### config.mk
export PLATFORM = sky130hd
export DESIGN_NAME = arf132b256e1r1w0cbbehcaa4acw_wr_stage
export DESIGN_NICKNAME = d
export VERILOG_FILES = /design/src/rtl/arf132b256e1r1w0cbbehcaa4acw_pkg.sv /design/src/rtl/arf132b256e1r1w0cbbehcaa4acw_skid2.sv /design/src/rtl/arf132b256e1r1w0cbbehcaa4acw_wr_stage.sv
export SDC_FILE = /design/constraint.sdc
export NUM_CORES = 1
export LEC_CHECK = 0
export CORE_MARGIN = 1.5
export CORE_UTILIZATION = 40
export CTS_BUF_LIST = sky130_fd_sc_hd__clkbuf_8
export DETAILED_ROUTE_END_ITERATION = 6
export GPL_TIMING_DRIVEN = 0
export HOLD_SLACK_MARGIN = 0.1
export PLACE_DENSITY = 0.72
export SLEW_MARGIN = 20
export SYNTH_ARGS = -nofsm -noshare
export SYNTH_HDL_FRONTEND = slang
export SYNTH_SLANG_ARGS = --single-unit
### constraint.sdc
create_clock -name clk -period 2.66 [get_ports clk]
set_input_delay 0.266 -clock clk [delete_from_list [all_inputs] [get_ports clk]]
set_output_delay 0.266 -clock clk [all_outputs]
set_load 0.02 [all_outputs]
### src/rtl/arf132b256e1r1w0cbbehcaa4acw_pkg.sv
// Shared constants and request type for the 132b x 256 latch-array write stage.
package arf132b256e1r1w0cbbehcaa4acw_pkg;

    localparam int unsigned DWIDTH      = 132;
    localparam int unsigned NUM_ENTRIES = 256;
    localparam int unsigned ADR_W       = 8;

    typedef struct packed {
        logic [ADR_W-1:0]  adr;
        logic [DWIDTH-1:0] data;
    } wr_req_t;

endpackage

### src/rtl/arf132b256e1r1w0cbbehcaa4acw_skid2.sv
// Two-entry valid/ready skid buffer of write requests; head is always slot 0.
module arf132b256e1r1w0cbbehcaa4acw_skid2
    import arf132b256e1r1w0cbbehcaa4acw_pkg::*;
(
    input  logic       clk,
    input  logic       rst_n,
    input  logic       in_vld,
    output logic       in_rdy,
    input  wr_req_t    in_data,
    output logic       out_vld,
    input  logic       out_rdy,
    output wr_req_t    out_data,
    output logic [1:0] count
);

    logic [1:0] count_q;
    wr_req_t    slot_q [2];
    logic       push, pop, idx;

    assign in_rdy   = (count_q < 2'd2);
    assign out_vld  = (count_q != 2'd0);
    assign out_data = slot_q[0];
    assign count    = count_q;
    assign push     = in_vld & in_rdy;
    assign pop      = out_vld & out_rdy;
    // Slot index after an optional pop: only a lone held entry pushes into slot 1.
    assign idx      = (count_q == 2'd1) & ~pop;

    always_ff @(posedge clk or negedge rst_n) begin
        if (!rst_n) begin
            count_q   <= 2'd0;
            slot_q[0] <= '0;
            slot_q[1] <= '0;
        end else begin
            count_q <= count_q + 2'(push) - 2'(pop);
            if (pop)  slot_q[0]   <= slot_q[1];
            if (push) slot_q[idx] <= in_data;
        end
    end

    a_count_max: assert property (@(posedge clk) disable iff (!rst_n) count_q <= 2'd2);

endmodule

### src/rtl/arf132b256e1r1w0cbbehcaa4acw_wr_stage.sv
// Write-port front end: skid-buffered requests issued as a registered one-hot
// word enable plus data into the phase-B latches, with bypass and write count.
module arf132b256e1r1w0cbbehcaa4acw_wr_stage #(
    parameter int unsigned DWIDTH      = arf132b256e1r1w0cbbehcaa4acw_pkg::DWIDTH,
    parameter int unsigned NUM_ENTRIES = arf132b256e1r1w0cbbehcaa4acw_pkg::NUM_ENTRIES,
    parameter int unsigned ADR_W       = arf132b256e1r1w0cbbehcaa4acw_pkg::ADR_W,
    parameter int unsigned CNT_W       = 16
) (
    input  logic                   clk,
    input  logic                   rst_n,
    input  logic                   wr_vld,
    output logic                   wr_rdy,
    input  logic [ADR_W-1:0]       wr_adr,
    input  logic [DWIDTH-1:0]      wr_data,
    input  logic                   array_hold,
    output logic [NUM_ENTRIES-1:0] wen_q,
    output logic [DWIDTH-1:0]      wdata_q,
    input  logic [ADR_W-1:0]       rd_adr,
    output logic                   byp_hit,
    output logic [DWIDTH-1:0]      byp_data,
    output logic                   err_oor,
    output logic [CNT_W-1:0]       wr_cnt
);
    import arf132b256e1r1w0cbbehcaa4acw_pkg::*;

    wr_req_t                in_req, head, iss_req;
    logic [1:0]             count;
    logic                   rdy_q, buf_rdy, buf_vld, in_range;
    logic                   acc, acc_ok, issue, push, pop;
    logic [ADR_W-1:0]       adr_q;
    logic                   err_q;
    logic [CNT_W-1:0]       cnt_q;
    logic [NUM_ENTRIES-1:0] wen_d;

    if (NUM_ENTRIES >= (1 << ADR_W)) begin : g_full_range
        assign in_range = 1'b1;
    end else begin : g_part_range
        assign in_range = (wr_adr < ADR_W'(NUM_ENTRIES));
    end

    assign in_req = '{adr: wr_adr, data: wr_data};
    // rdy_q holds ready low until the first edge after reset release.
    assign wr_rdy  = rdy_q & buf_rdy;
    assign acc     = wr_vld & wr_rdy;
    assign acc_ok  = acc & in_range;
    assign issue   = ~array_hold & (buf_vld | acc_ok);
    assign pop     = buf_vld & ~array_hold;
    assign push    = acc_ok & (buf_vld | array_hold);
    assign iss_req = buf_vld ? head : in_req;

    arf132b256e1r1w0cbbehcaa4acw_skid2 u_skid (
        .clk      (clk),
        .rst_n    (rst_n),
        .in_vld   (push),
        .in_rdy   (buf_rdy),
        .in_data  (in_req),
        .out_vld  (buf_vld),
        .out_rdy  (pop),
        .out_data (head),
        .count    (count)
    );

    always_comb begin
        wen_d = '0;
        for (int i = 0; i < int'(NUM_ENTRIES); i++) begin
            wen_d[i] = issue & (iss_req.adr == ADR_W'(i));
        end
    end

    always_ff @(posedge clk or negedge rst_n) begin
        if (!rst_n) begin
            rdy_q   <= 1'b0;
            wen_q   <= '0;
            wdata_q <= '0;
            adr_q   <= '0;
            err_q   <= 1'b0;
            cnt_q   <= '0;
        end else begin
            rdy_q <= 1'b1;
            wen_q <= wen_d;
            err_q <= acc & ~in_range;
            // Data holds on idle cycles so the latches see no toggles.
            if (issue) begin
                wdata_q <= iss_req.data;
                adr_q   <= iss_req.adr;
                if (cnt_q != '1) cnt_q <= cnt_q + CNT_W'(1);
            end
        end
    end

    assign byp_hit  = (|wen_q) & (rd_adr == adr_q);
    assign byp_data = wdata_q;
    assign err_oor  = err_q;
    assign wr_cnt   = cnt_q;

    a_wen_onehot: assert property (@(posedge clk) disable iff (!rst_n) $onehot0(wen_q));
    a_count_le2:  assert property (@(posedge clk) disable iff (!rst_n) count <= 2'd2);
    a_req_stable: assert property (@(posedge clk) disable iff (!rst_n)
        (wr_vld & ~wr_rdy) |=> ($stable(wr_adr) && $stable(wr_data)));

endmodule

[Word level (Yosys, flattened, before mapping)]
Cells that the tools add are included.
Cells by class
  add/subtract/negate cells: 3
  $mul: 0
  divide/modulo/power cells: 0
  magnitude comparators: 3
  eq/ne operators: 258
  shift-type cells: 0
  muxes and demuxes: 6
  bitwise operators: 270
  reduce and logical (&&, ||, !) cells: 5
Operators by type and width (count)
  $eq A8 B8 Y1 const B: 128
  $eq A8 B7 Y1 const B: 64
  $mux W140: 3
  $bwmux W280: 1
  $mux W280: 1
  $and A1 B1 Y1: 265
  $eq A8 B6 Y1 const B: 32
  $reduce_or A256 Y1: 1
  $demux W140 S1: 1
  $eq A8 B5 Y1 const B: 16
  $eq A8 B4 Y1 const B: 8
  $eq A8 B3 Y1 const B: 4
  $add A16 B1 Y16 const B: 1
  $eq A8 B2 Y1 const B: 2
  $ne A16 B16 Y1 const B: 1
  $eq A8 B1 Y1 const B: 1
  $eq A8 B8 Y1: 1
  $logic_not A8 Y1: 1
  $add A2 B1 Y2: 1
  $eq A2 B1 Y1 const B: 1
  $ge A2 B2 Y1 const B: 1
  $lt A2 B1 Y1 const B: 1
  $lt A2 B2 Y1 const B: 1
  $not A1 Y1: 2
  6 further kinds: 7
Word-level totals
  register bits: 695
  bits in latches: 0
  bits in writable memories: 0
  ROM bits: 0
  input port bits: 152
  word-level logic and storage cells: 555
  memories: 0

[Logic depth before layout (Yosys ltp)]
Gate-level depths: netlist of the first run.
  word-level depth: 12
  mapped depth: 9
  gate-level depth less buffers: 7

[Hierarchy]
A second synthesis of the first run with hierarchy kept.
Second synthesis, totals
  cell total of the unflattened synthesis: 2744
  area, all modules: 30003.8 µm²
By module, submodules not included
  arf132b256e1r1w0cbbehcaa4acw_wr_stage: instances 1, cells each 1513, area an instance 16699.8 µm², seq. area each 10334.9 µm²
  arf132b256e1r1w0cbbehcaa4acw_skid2: instances 1, cells each 1231, area an instance 13304.0 µm², seq. area each 7056.8 µm²

[Least setup slack after synthesis of the first run]
Ideal clock, no wire load.
  path type: reg-to-reg
  start point: reg u_skid.count_q[1], in the netlist u_skid.count[1]
  end point: reg with a tool-made name
  setup time: 125 ps
  arrival: 1932 ps
  data required time: 2535 ps
  slack: 603 ps
  cell stages (with the launch flop): 7
  path through: dfrtp_1 -> nor2b_1 -> nand2_1 -> nor2_1 -> buf_2 -> buf_2 -> mux2_2
RTL lines
  start: declaration: line arf132b256e1r1w0cbbehcaa4acw_skid2.sv:16  | logic [1:0] count_q;
  start signal: assignment: line arf132b256e1r1w0cbbehcaa4acw_skid2.sv:35  | count_q <= count_q + 2'(push) - 2'(pop);

[Worst setup path in the final report of the first run]
  start point: reg wen_q[154]
  end point: out byp_hit
On the way
  word-level cells in the longest chain between the ends: 2
RTL lines
  start: declaration: line arf132b256e1r1w0cbbehcaa4acw_wr_stage.sv:16  | output logic [NUM_ENTRIES-1:0] wen_q,
  start signal: assignment: line arf132b256e1r1w0cbbehcaa4acw_wr_stage.sv:80  | wen_q <= wen_d;
  $reduce_or A256 Y1: line arf132b256e1r1w0cbbehcaa4acw_wr_stage.sv:91  | assign byp_hit = (|wen_q) & (rd_adr == adr_q);
  $and A1 B1 Y1: line arf132b256e1r1w0cbbehcaa4acw_wr_stage.sv:91
  end: declaration: line arf132b256e1r1w0cbbehcaa4acw_wr_stage.sv:19  | output logic byp_hit,
Every way passes these cells.

==> results.py, run 1 <==
metrics = {
    "outcome": {
        "status": "finished, violations left",
        "violations": "negative setup slack",
    },
    "clock_tree": {
        "path_clk_slew_ns": 0.06,
        "cts_max_path_buffers": 3,
        "h-tree-depth": 3,
        "clkLatencyLatePin_ns": 0.74,
        "cts_tree": "done",
        "clock-sinks": 695,
        "cts_made_buffers": 111,
        "cts-root-buf": "clkbuf_8",
    },
    "timing": {
        "rsz0062_at_grt": "true",
        "setup_viol": 1,
        "period_share_pct": 112.5,
        "min_period_ns": 2.992,
        "setup_slack_ns": -0.3318,
        "skew_ns": 0.03188,
        "finalHoldViolCount": 0,
        "slew_violations": 0,
        "worst_pin_slew_ns": 0.8104,
        "clock.fmax_mhz": 334.3,
        "slew_headroom_pct": 45.97,
    },
    "floorplan": {
        "die_w_um": 270.3,
        "ios": 691,
        "start_util_pct": 40.60,
        "core_um2": 70390,
        "fp.dieArea_um2": 73060,
        "die_h_um": 270.3,
        "rows": 97,
    },
    "job": {
        "maxCapViolCount": 0,
    },
    "synthesis": {
        "synth_simple_gate_area_share_pct": 15.40,
        "synth_edf_count": 0,
        "synthArstFlopShare_pct": 100.0,
        "yosys.area.top_type": "dfrtp_1",
        "synth_top_area_share_pct": 60.86,
        "syn_nets": 2770,
        "synthCells": 2615,
        "ys.flop_type": "dfrtp_1",
        "synth_area_per_cell_um2": 10.93,
        "synth_fa_ha_area_share_pct": 0.1313,
        "ys_types": 45,
        "synth_top_family_by_area": "simple AND/OR/NAND/NOR gates",
        "yosysWarnings": 0,
        "synth_compound_area_share_pct": 5.911,
        "synth-xor-area-share_pct": 0.7968,
        "synthTopCellsByArea": "dfrtp_1, nand2_1, mux2_2",
        "ys_seq_area_share_pct": 60.86,
        "netlist_area_um2": 28580,
        "synthMuxAreaShare_pct": 10.57,
        "ys_seq_elements": 695,
    },
    "global_route": {
        "grt_max_degree": 100,
        "grt_overflow": 0,
        "grt_pass1_wl_um": 151300,
        "grt_pass1_vias": 23650,
        "grt.total_usage_pct": 27.66,
        "grt_antenna_before_repair": 13,
    },
    "hold_path": {
        "hp-start": "wr_data[17]",
        "hp-class": "in -> reg",
    },
    "finish": {
        "multi_input_area_um2": 9573,
        "ff_latch_area_um2": 17390,
        "final_nets": 3608,
        "final_layout_size_suffix_gt1_share_pct": 17.41,
        "fillers": 6074,
        "final_cells": 4485,
        "syn_to_final_growth_pct": 38.30,
    },
    "worst_setup_path": {
        "end_kind": "output port",
        "critPathSlowestCell": "nor4_4",
        "cp.buffers_inverters": 1,
        "r2r_start": "u_skid.count[1]",
        "critPathTopFamily": "simple AND/OR/NAND/NOR gates",
        "arrival_ns": 2.73,
        "cp_max_fo": 2,
        "crit_chain": "nor4_4 > nand4_1 > nor4_4 > nand4_1 > and3_4 > buf_6",
        "startpoint": "wen_q[154]",
        "slowest_delay_ns": 0.53,
        "path_class": "reg -> out",
        "cp.required_ns": 2.39,
        "start_kind": "register",
    },
    "detailed_routing": {
        "dr_total_vias": 23420,
        "drtIter0Drc": 1743,
        "drc": 0,
        "postRouteAntennaNets": 0,
        "drt_wl_total_um": 102600,
        "drt_pass1_iterations": 6,
        "vias_per_cell": 5.221,
        "wl_per_cell_um": 22.88,
    },
    "placed_design": {
        "gp_congestion": 0.9677,
        "dp_cells": 4250,
        "io_buffers": 688,
        "post-dp-hpwl_um": 75540,
    },
    "pwr": {
        "power_density_nw_per_um2": 1126,
        "leakage_nw": 17.33,
        "ir_drop_uv": 776.1,
        "total_power_mw": 44.51,
    },
}
[cells in the mapped netlist, types with 2 or more instances]
library cell and n:
nand3_1 9, and3_1 2, buf_6 9, xor2_1 14, nor3_1 2, or3_4 3
nor2b_1 2, nand3_4 8, buf_2 89, buf_4 137, nor2_1 405, o21ai_0 141
and2_1 2, buf_1 7, o31ai_4 3, nor4_1 70, clkbuf_1 50, conb_1 2
o21ai_2 2, a21o_1 2, nand2_1 459, mux2_2 141, dfrtp_1 695, nand3_2 7
nand4_1 24, ha_1 3, nand2_2 7, nand3b_1 12, nor2_2 2, mux2i_1 141
inv_1 3, a31oi_1 138, xnor2_1 12
[through the flow]
step | setup TNS, ns | setup slack (ns) | hold slack [ns] | util, % | cell area, um2
floorplan | 0 | 0.6027 | -0.02959 | - | 28580
global placement | - | -29.61 | 0.4886 | 52.05 | 36640
detailed placement | -48.12 | -0.5933 | 0.2945 | 52.34 | 36840
CTS | -0.4076 | -0.4076 | 0.1009 | 55.99 | 39410
global route | -0.3691 | -0.3691 | 0.1399 | 56.14 | 39520
finish | -0.3318 | -0.3318 | 0.1647 | 56.15 | 39520
[cell usage in the layout, fill, tap and decap left out, types with 12 or more instances in the layout]
| cell type | count |
|---|---|
| dfrtp_1 | 694 |
| clkdlybuf4s50_1 | 686 |
| nand2_1 | 459 |
| nor2_1 | 404 |
| mux2i_1 | 141 |
| o21ai_0 | 141 |
| mux2_2 | 141 |
| buf_4 | 140 |
| a31oi_1 | 138 |
| clkbuf_8 | 135 |
| buf_2 | 89 |
| nor4_1 | 51 |
| clkbuf_1 | 46 |
| inv_1 | 40 |
| dlygate4sd3_1 | 27 |
| nand4_1 | 24 |
| clkinv_2 | 20 |
| xor2_1 | 14 |
| xnor2_1 | 12 |
| nand3b_1 | 12 |
| nor4_2 | 12 |
[path summary, 6_finish.rpt]
path	cells past startpoint	to	slack (ns)
max in group asynchronous	6	wen_q[99]	0.32
hold reg to reg	1	register	0.51
min in group asynchronous	3	asynchronous set/reset pin	0.59
setup / recovery	6	byp_hit	-0.33
hold / removal	3	byp_data[17]	0.16
setup reg to reg	6	register	0.09
[tightest hold or removal path, cell delays in order]
cell and delay [ns]:
clkdlybuf4s50_1 0.45, nand2_1 0.08, a31oi_1 0.07
[cells by family after synthesis]
group,count (synthesis)
compound gates,289
xor+xnor,26
fa+ha+maj,3
buf+inv,295
flops,695
mux,283
other cells,2
simple gates,1022
[layout make-up]
class / count / share of cell area (%)
Antenna cell: 6 / 0.03799
Clock inverter: 64 / 0.7978
Buffer: 292 / 4.549
Clock buffer: 135 / 4.701
Tap cell: 940 / 2.976
Multi-Input combinational cell: 1625 / 24.22
Sequential cell: 695 / 44.01
Timing Repair Buffer: 725 / 18.68
Inverter: 3 / 0.02849
[power by group]
| part | leakage (nW) | total [mW] | internal, mW | switching (mW) |
|---|---|---|---|---|
| Sequential | 8.86 | 16.8 | 13.9 | 2.90 |
| Combinational | 7.20 | 18.7 | 8.66 | 10.1 |
| Clock | 1.28 | 8.94 | 4.61 | 4.33 |
| Total | 17.3 | 44.5 | 27.2 | 17.3 |
[layer usage]
layer | GRT usage [%] | part of all wire, %
met5 | 0 | 0.078
met4 | 10.67 | 3.8
met3 | 5.388 | 7.2
met2 | 49.65 | 51
met1 | 32.53 | 38
[timing repair]
item	4_1_cts	5_1_grt
buffers inserted	0	3
hold buffers	27	0
setup endpoints to repair	198	208
endpoints found under the hold margin	349	0
pin swaps	10	9
cloned	0	0
resized for setup	27	18
No activity file was read; power rests on OpenSTA's default activity.
==> run 2: changes to the inputs <==
--- a/config.mk
+++ b/config.mk
@@ -5,13 +5,15 @@
 export SDC_FILE = /design/constraint.sdc
 export NUM_CORES = 1
 export LEC_CHECK = 0
+export CELL_PAD_IN_SITES_DETAIL_PLACEMENT = 0
+export CELL_PAD_IN_SITES_GLOBAL_PLACEMENT = 1
 export CORE_MARGIN = 1.5
 export CORE_UTILIZATION = 40
 export CTS_BUF_LIST = sky130_fd_sc_hd__clkbuf_8
 export DETAILED_ROUTE_END_ITERATION = 6
 export GPL_TIMING_DRIVEN = 0
 export HOLD_SLACK_MARGIN = 0.1
-export PLACE_DENSITY = 0.72
+export PLACE_DENSITY = 0.88
 export SLEW_MARGIN = 20
 export SYNTH_ARGS = -nofsm -noshare
 export SYNTH_HDL_FRONTEND = slang
==> run 2 against run 1 <==
The run still ends with negative setup slack left; maximum frequency shrank 1.3%; final cell count fell by 0.56%; worst hold slack got worse by 0.0099 ns; routed wire length fell by 0.80%; core utilization decreased by 0.060 points; highest routed layer unchanged.
==> results.py, run 2 (synthesized netlist as in run 1, its figures left out) <==
metrics = {
    "pwr": {
        "leakage_nw": 17.30,
        "power_density_nw_per_um2": 1140,
        "ir_drop_uv": 768.3,
    },
    "placed_design": {
        "post-dp-hpwl_um": 74590,
        "dpl_cell_area_um2": 36840,
        "gp_congestion": 0.9441,
        "place_ws_ns": -0.6609,
        "dp_cells": 4250,
        "io_buffers": 688,
    },
    "worst_setup_path": {
        "arrival_ns": 2.77,
        "cp.required_ns": 2.39,
        "path_class": "reg -> out",
        "critPathTopFamily": "simple AND/OR/NAND/NOR gates",
        "crit_chain": "nor4_2 > nand4_1 > nor4_2 > nand4_1 > and3_4 > buf_6",
        "cp_max_fo": 2,
        "start_kind": "register",
        "end_kind": "output port",
        "slowest_delay_ns": 0.44,
        "cp.buffers_inverters": 1,
        "critPathSlowestCell": "nor4_2",
    },
    "detailed_routing": {
        "drt_wl_total_um": 101800,
        "vias_per_cell": 5.163,
        "wl_per_cell_um": 22.82,
        "dr_total_vias": 23030,
        "postRouteAntennaNets": 0,
        "drtIter0Drc": 1614,
        "drc": 0,
        "drt_pass1_iterations": 5,
    },
    "global_route": {
        "grt_overflow": 0,
        "grt_pass1_vias": 23430,
        "grt_max_degree": 107,
        "grt.total_usage_pct": 27.33,
        "grt_use_met1_pct": 32.83,
        "gr-usage-met2_pct": 48.21,
        "grt_antenna_before_repair": 15,
        "grt_pass1_wl_um": 150100,
        "grt_busiest_layer": "met2",
        "use_met3_pct": 5.708,
    },
    "timing": {
        "period_share_pct": 114.0,
        "slew_violations": 0,
        "worst_pin_slew_ns": 0.7802,
        "skew_ns": 0.02444,
        "clock.fmax_mhz": 329.8,
        "rsz0062_at_grt": "true",
        "setup_slack_ns": -0.3719,
        "slew_headroom_pct": 47.99,
        "fin_setup_tns_ns": -0.3719,
        "setup_viol": 1,
        "min_period_ns": 3.032,
        "finalHoldViolCount": 0,
    },
    "outcome": {
        "violations": "negative setup slack",
        "status": "finished, violations left",
    },
    "finish": {
        "mostFrequentLayoutCell": "dfrtp_1",
        "stdcell_area_um2": 39480,
        "layout_common_cells": "dfrtp_1, clkdlybuf4s50_1, nand2_1, nor2_1, clkbuf_8",
        "final_nets": 3587,
        "post-route-util_pct": 56.09,
        "final_layout_size_suffix_gt1_share_pct": 17.69,
        "syn_to_final_growth_pct": 38.15,
        "final_cells": 4460,
    },
    "clock_tree": {
        "cts_tree": "done",
        "cts-root-buf": "clkbuf_8",
        "cts_made_buffers": 111,
        "h-tree-depth": 3,
        "cts_max_path_buffers": 3,
        "clkLatencyLatePin_ns": 0.73,
        "path_clk_slew_ns": 0.07,
        "clock-sinks": 695,
    },
    "floorplan": {
        "rows": 97,
        "die_h_um": 270.3,
        "die_w_um": 270.3,
        "fp.dieArea_um2": 73060,
        "core_um2": 70390,
        "start_util_pct": 40.60,
        "ios": 691,
    },
    "job": {
        "maxCapViolCount": 0,
    },
    "hold_path": {
        "hp-class": "in -> reg",
    },
}
## run 2: what timing repair did
item / CTS / global route
hold endpoints to repair: 323 / 0
pin swaps: 7 / 4
resized for setup: 29 / 15
cloned: 0 / 1
hold buffers: 6 / 0
buffers inserted: 2 / 0
setup endpoints to repair: 196 / 61
## run 2: worst paths after layout
kind / start / end / slack [ns] / cells after the start
setup / recovery: wen_q[3] / byp_hit / -0.37 / 6
hold / removal: wr_data[23] / u_skid.out_data[23] / 0.15 / 3
setup reg to reg: u_skid.count[1] / register / 0.13 / 6
hold reg to reg: adr_q[5] / adr_q[5] / 0.50 / 1
max in group asynchronous: rst_n / wen_q[203] / 0.39 / 6
min in group asynchronous: rst_n / asynchronous set/reset pin / 0.63 / 3
## run 2: routing by layer
| metal | vias to the layer above | routed length, um | part of all wire [%] |
|---|---|---|---|
| met5 | - | 108 | 0.11 |
| li1 | 10330 | - | - |
| met1 | 11500 | 39610 | 39 |
| met4 | 16 | 3409 | 3.3 |
| met2 | 979 | 51900 | 51 |
| met3 | 206 | 6757 | 6.6 |
## run 2: final cells by class
| type | instances | area, um2 |
|---|---|---|
| Fill cell | 6114 | 30910 |
| Clock buffer | 150 | 2064 |
| Tap cell | 940 | 1176 |
| Multi-Input combinational cell | 1625 | 9549 |
| Antenna cell | 4 | 10.01 |
| Sequential cell | 695 | 17390 |
| Inverter | 3 | 11.26 |
| Buffer | 292 | 1798 |
| Timing Repair Buffer | 704 | 7196 |
| Clock inverter | 47 | 284.0 |
## run 2: tightest hold or removal path, stage by stage
cell	delay (ns)
clkdlybuf4s50_1	0.44
nand2_1	0.07
o21ai_0	0.07
## run 2: stage by stage
step | hold slack (ns) | total power [mW]
global placement | 0.4842 | 35.23
finish | 0.1548 | 44.99
detailed placement | 0.2887 | 35.58
floorplan | -0.02959 | 26.90
CTS | 0.1001 | 45.25
global route | 0.1354 | 47.28
## run 2: report_power, final
group | switching, mW | internal (mW) | leakage, nW | total [mW]
Combinational | 10.1 | 8.65 | 7.11 | 18.7
Clock | 4.33 | 5.21 | 1.33 | 9.54
Sequential | 2.81 | 13.9 | 8.86 | 16.7
Total | 17.2 | 27.8 | 17.3 | 45.0
